===== src/rtl/mem_arb_pkg.sv =====
// Shared types and constants for the unified-memory port arbiter.
package mem_arb_pkg;

  typedef enum logic [1:0] {IDLE, BUSY_I, BUSY_D} arb_state_t;

  typedef enum logic {REQ_IF, REQ_DM} req_id_t;

  localparam logic [1:0] LEN_B = 2'b00;
  localparam logic [1:0] LEN_H = 2'b01;
  localparam logic [1:0] LEN_W = 2'b10;

endpackage


===== src/rtl/arb_watchdog.sv =====
// Busy-cycle counter: raises timeout on the TIMEOUT_CYC-th busy cycle since the last clear.
module arb_watchdog #(
  parameter int unsigned TIMEOUT_CYC = 15
) (
  input  logic clk,
  input  logic rst,
  input  logic clr,
  input  logic en,
  output logic timeout
);

  localparam int unsigned CW = (TIMEOUT_CYC < 2) ? 1 : $clog2(TIMEOUT_CYC);

  logic [CW-1:0] cnt;

  always_ff @(posedge clk) begin
    if (rst || clr) begin
      cnt <= '0;
    end else if (en && !timeout) begin
      cnt <= cnt + CW'(1);
    end
  end

  assign timeout = en && (cnt == CW'(TIMEOUT_CYC - 1));

endmodule


===== src/rtl/mem_port_arbiter.sv =====
// Arbitrates one single-port memory between instruction fetch and MEM-stage
// loads/stores, with a watchdog that turns a hung access into an error response.
module mem_port_arbiter
  import mem_arb_pkg::*;
#(
  parameter int unsigned ADDR_W      = 12,
  parameter int unsigned DATA_W      = 32,
  parameter int unsigned TIMEOUT_CYC = 15
) (
  input  logic              clk,
  input  logic              rst,
  input  logic              if_req,
  input  logic [ADDR_W-1:0] if_addr,
  input  logic              if_kill,
  output logic              if_valid,
  output logic [DATA_W-1:0] if_rdata,
  output logic              if_stall,
  input  logic              dm_req,
  input  logic              dm_we,
  input  logic [ADDR_W-1:0] dm_addr,
  input  logic [DATA_W-1:0] dm_wdata,
  input  logic [1:0]        dm_len,
  output logic              dm_done,
  output logic [DATA_W-1:0] dm_rdata,
  output logic              dm_stall,
  output logic              mem_en,
  output logic              mem_we,
  output logic [ADDR_W-1:0] mem_addr,
  output logic [DATA_W-1:0] mem_wdata,
  output logic [1:0]        mem_len,
  input  logic              mem_ack,
  input  logic [DATA_W-1:0] mem_rdata,
  output logic              err
);

  arb_state_t state, state_d;
  req_id_t    last_grant;
  logic       killed;
  logic       elig_if, elig_dm, grant_if, grant_dm;
  logic       busy, finish, fetch_ok, timeout;
  logic [DATA_W-1:0] cap_data;

  arb_watchdog #(.TIMEOUT_CYC(TIMEOUT_CYC)) u_wdog (
    .clk     (clk),
    .rst     (rst),
    .clr     (grant_if | grant_dm),
    .en      (busy),
    .timeout (timeout)
  );

  always_ff @(posedge clk) begin
    if (rst) state <= IDLE;
    else     state <= state_d;
  end

  always_comb begin
    state_d = state;
    unique case (state)
      IDLE: begin
        if (grant_if)      state_d = BUSY_I;
        else if (grant_dm) state_d = BUSY_D;
      end
      BUSY_I, BUSY_D: if (finish) state_d = IDLE;
      default: state_d = IDLE;
    endcase
  end

  // The requester pulsing valid/done this cycle is masked so its held req is not re-granted.
  always_comb begin
    elig_if  = if_req & ~if_kill & ~if_valid;
    elig_dm  = dm_req & ~dm_done;
    grant_if = 1'b0;
    grant_dm = 1'b0;
    if (state == IDLE) begin
      if (elig_if && elig_dm) begin
        grant_if = (last_grant == REQ_DM);
        grant_dm = ~grant_if;
      end else begin
        grant_if = elig_if;
        grant_dm = elig_dm;
      end
    end
    busy     = (state != IDLE);
    finish   = busy & (mem_ack | timeout);
    fetch_ok = (state == BUSY_I) & ~killed & ~if_kill;
    cap_data = mem_ack ? mem_rdata : '0;
    if_stall = if_req & ~if_valid;
    dm_stall = dm_req & ~dm_done;
  end

  always_ff @(posedge clk) begin
    if (rst) begin
      last_grant <= REQ_DM;
      killed     <= 1'b0;
      mem_en     <= 1'b0;
      mem_we     <= 1'b0;
      mem_addr   <= '0;
      mem_wdata  <= '0;
      mem_len    <= '0;
      if_valid   <= 1'b0;
      dm_done    <= 1'b0;
      if_rdata   <= '0;
      dm_rdata   <= '0;
      err        <= 1'b0;
    end else begin
      if_valid <= 1'b0;
      dm_done  <= 1'b0;
      if (grant_if || grant_dm) begin
        mem_en     <= 1'b1;
        mem_we     <= grant_dm & dm_we;
        mem_addr   <= grant_if ? if_addr : dm_addr;
        mem_wdata  <= grant_if ? '0 : dm_wdata;
        mem_len    <= grant_if ? LEN_W : dm_len;
        last_grant <= grant_if ? REQ_IF : REQ_DM;
        killed     <= 1'b0;
      end else if (finish) begin
        // A timeout completes like an ack carrying zero data, plus the sticky error.
        mem_en <= 1'b0;
        if (!mem_ack) err <= 1'b1;
        if (state == BUSY_D) begin
          dm_done  <= 1'b1;
          dm_rdata <= cap_data;
        end else if (fetch_ok) begin
          if_valid <= 1'b1;
          if_rdata <= cap_data;
        end
      end else if ((state == BUSY_I) && if_kill) begin
        killed <= 1'b1;
      end
    end
  end

endmodule


===== config.mk =====
export PLATFORM = sky130hd
export DESIGN_NAME = mem_port_arbiter
export DESIGN_NICKNAME = d
export VERILOG_FILES = /design/src/rtl/mem_arb_pkg.sv /design/src/rtl/arb_watchdog.sv /design/src/rtl/mem_port_arbiter.sv
export SDC_FILE = /design/constraint.sdc
export NUM_CORES = 1
export LEC_CHECK = 0
export BUFFER_PORTS_ARGS = -buffer_cell sky130_fd_sc_hd__clkbuf_2
export CORE_MARGIN = 8
export CORE_UTILIZATION = 50
export CTS_CLUSTER_SIZE = 14
export DETAILED_ROUTE_END_ITERATION = 16
export PLACE_DENSITY_LB_ADDON = 0.15
export SYNTH_ARGS = -nofsm -noshare
export SYNTH_HDL_FRONTEND = slang
export SYNTH_SLANG_ARGS = --single-unit

===== constraint.sdc =====
create_clock -name clk -period 3 [get_ports clk]
set_clock_uncertainty 0.1 [all_clocks]
set_input_delay 0.15 -clock clk [delete_from_list [all_inputs] [get_ports clk]]
set_output_delay 0.15 -clock clk [all_outputs]
set_load 0.005 [all_outputs]

==> metrics.txt <==
share of layout cells above drive strength 1=0.338; worst reg-to-reg path cell count=5; wire per inst=17.3 um; CP Capture Type=register; Slew Limit Fails=0; non-filler cells, final=887; syn_nets=573; Vias=4710; ys async rst share=0; Pwr per Cell Area=636 mW/mm2; residual DRC count=0; CP max-delay cell=o211ai_2; critical path class=reg2reg; largest net degree at the start of global routing=66; FF-to-FF setup slack=0.50 ns; CTS clk-pin slew, worst paths=0.06 ns; GP Congestion=0.810; Max FO, Critical Path=13; Worst R2R Start=dm_done$_SDFF_PP0_; Startpoint Class=register; Via density=5.31; Min Clock Period, post-route=2.50 ns; Post-DRT Antenna Nets=0; post-synthesis sequential area ratio=0.539; Netlist cell types=43; Avg Cell Area, Syn=9.70 um2; Setup TNS Final=0 ns; # placed instances=763; status=finished, final reports clean; Synth Area in Compound Gates=0.192; RSZ-0062 raised after global routing=no; CTS Sinks=123; ys flop type=dfxtp_1; type of the tightest min-delay check=in2reg; Mapped Cells=471; I/O Buffers=213; critical path buffer and inverter count=1; min-delay src=mem_ack; CTS root buf=clkbuf_8; xor/xnor share of the synthesized area=0.00575; Slew HR=0.384; first-pass GRT wire length=24.7 mm; adder and majority gate portion of the synthesized area=0.0137; Clock Tree Buf Depth=2; Worst Path Required=3.25 ns; TritonCTS clock tree=built; worst hold stages=4; total track usage=0.242; Slew @ Worst Pin=0.921 ns; FF+latch count, synth=123; Final Power=4.52 mW; Antenna diodes=0; max-cap viol count=0; Crit Reg-Reg Endpoint=mem_addr[3]$_SDFFE_PP0P_; hold path endpoint=state[0]$_SDFFE_PP0P_; Pleak=3.19 nW; area of the mapped netlist=0.00457 mm2; area of the multi-input gates=0.00183 mm2; most frequent cells in the layout=213 x clkbuf_2, 123 x dfxtp_1, 92 x dlygate4sd3_1; Core ar.=0.00906 mm2; # rows=35; Final Hold Vio Count=0; main combinational cell family by area after synthesis=compound AO/OA/AOI/OAI gates; Worst Path Arrival=2.75 ns; Post-DP HPWL=9.07 mm; most common cell after layout, fill and taps aside=clkbuf_2; setup bufs post-CTS=0; max incr delay on CP=0.74 ns; die width=112 um; Fmax=400 MHz; number of synthesis warnings=0; WL final=15.3 mm; die area=0.0125 mm2; FF+latch area=0.00246 mm2; initial drt markers=280; vias in the first global route=4919; drt first pass iters=5; Simple-Gate Fraction of Synth Area=0.163; Overflow after GRT=0; critical-path cell list=nand2b_2 -> o211ai_2 -> mux2i_1 -> dlygate4sd3_1 -> o2bb2ai_1; initial antenna violation count=0; crit share post-route=0.833; die extent in y=112 um; number of flops mapped to enable cells by yosys=0; maximum VDD drop=0.000412 V; Top Ports=214; CP top delay family=compound AO/OA/AOI/OAI gates; Nets=865; mux cell area share after synthesis=0.0263; Layout area overhead=55.3%; fillers=575; count of final setup violators=0; Starting Density=0.504; CP startpoint=dm_done$_SDFF_PP0_; Inserted Clock Buffers=17; clock latency on the worst-skew pair=0.49 ns; H-tree levels=4
==> how the worst max path moves through the flow <==
stage                                           end  slack [ns]  depth (start not counted)
final                      mem_addr[3]$_SDFFE_PP0P_        0.50                          5
after CTS                  mem_addr[4]$_SDFFE_PP0P_        0.63                          5
after global placement    dm_rdata[24]$_SDFFE_PP0P_         1.0                          7
after detailed placement   dm_rdata[5]$_SDFFE_PP0P_        0.87                          7
after global routing       mem_addr[3]$_SDFFE_PP0P_        0.41                          5
after floorplan           dm_rdata[10]$_SDFFE_PP0P_        1.31                          8
==> routing by layer <==
layer / global-route usage / vias up / wire length, um / share of wire
li1: - / 2253 / - / -
met1: 0.270 / 2209 / 6150 / 0.40
met2: 0.409 / 226 / 7550 / 0.49
met3: 0.101 / 22 / 1360 / 0.089
met4: 0.0747 / 0 / 240 / 0.016
met5: 0 / - / 0 / 0
==> stage by stage <==
stage | cell area (um2) | utilization | hold slack (ns) | setup WS, ns
5_1_grt | 7100 | 0.783 | 0.0381 | 0.405
6_report | 7100 | 0.783 | 0.0407 | 0.502
4_1_cts | 7100 | 0.783 | 0.0150 | 0.630
3_5_place_dp | 5570 | 0.614 | 0.269 | 0.871
2_1_floorplan | 4570 | - | 0.175 | 1.31
3_3_place_gp | 5570 | 0.614 | 0.259 | 0.997
==> cell families (layout without fill, tap and decap cells) <==
group	count (synthesis)	count (layout)
XOR/XNOR	3	3
AND/OR/NAND/NOR	157	157
flip-flops	123	123
multiplexers	12	12
AO/OA/AOI/OAI	127	127
adder cells (fa/ha/maj)	5	5
buffers and inverters	44	349
==> registers in the layout (all words and copies together), names as in the netlist, 2 cells and up <==
name / flops
mem_addr: 12
u_wdog.cnt: 4
state: 2
dm_rdata: 32
if_rdata: 32
mem_len: 2
mem_wdata: 32
==> worst register-to-register path: stages (launching register included) <==
cell	delay, ns
dfxtp_1	0.31
nand2b_2	0.21
o211ai_2	0.74
mux2i_1	0.32
dlygate4sd3_1	0.60
o2bb2ai_1	0.08
==> layout make-up <==
| cell class | count | area share |
|---|---|---|
| clock inverter | 13 | 0.0245 |
| tap | 111 | 0.0196 |
| multi-input combinational | 304 | 0.258 |
| timing repair buffer | 312 | 0.287 |
| sequential | 123 | 0.347 |
| clock buffer | 19 | 0.0608 |
| inverter | 5 | 0.00264 |
==> Yosys cell counts (2+ instances only) <==
library cell  instances  share of area
a21oi_1              65          0.071
a22o_1               34          0.065
a31oi_1               2         0.0027
and3_1                2         0.0027
buf_2                14          0.015
buf_4                 3         0.0049
buf_6                11          0.027
clkbuf_1             10         0.0082
dfxtp_1             123           0.54
ha_1                  5          0.014
inv_1                 5         0.0041
mux2i_1              12          0.026
nand2_1              68          0.056
nand3_1              66          0.072
nor2_1               10         0.0082
o2bb2ai_1            13          0.025
xor2_1                2         0.0038
==> repair_timing <==
item	4_1_cts	5_1_grt
resized for setup	0	0
endpoints found under the hold margin	112	0
hold buffers	92	0
==> power breakdown <==
group	total [mW]	switching, mW	internal [mW]
sequential	1.80	0.0635	1.73
clock	2.07	0.704	1.36
combinational	0.653	0.331	0.321
total	4.52	1.10	3.42
Power figures use the tool's default switching activity.
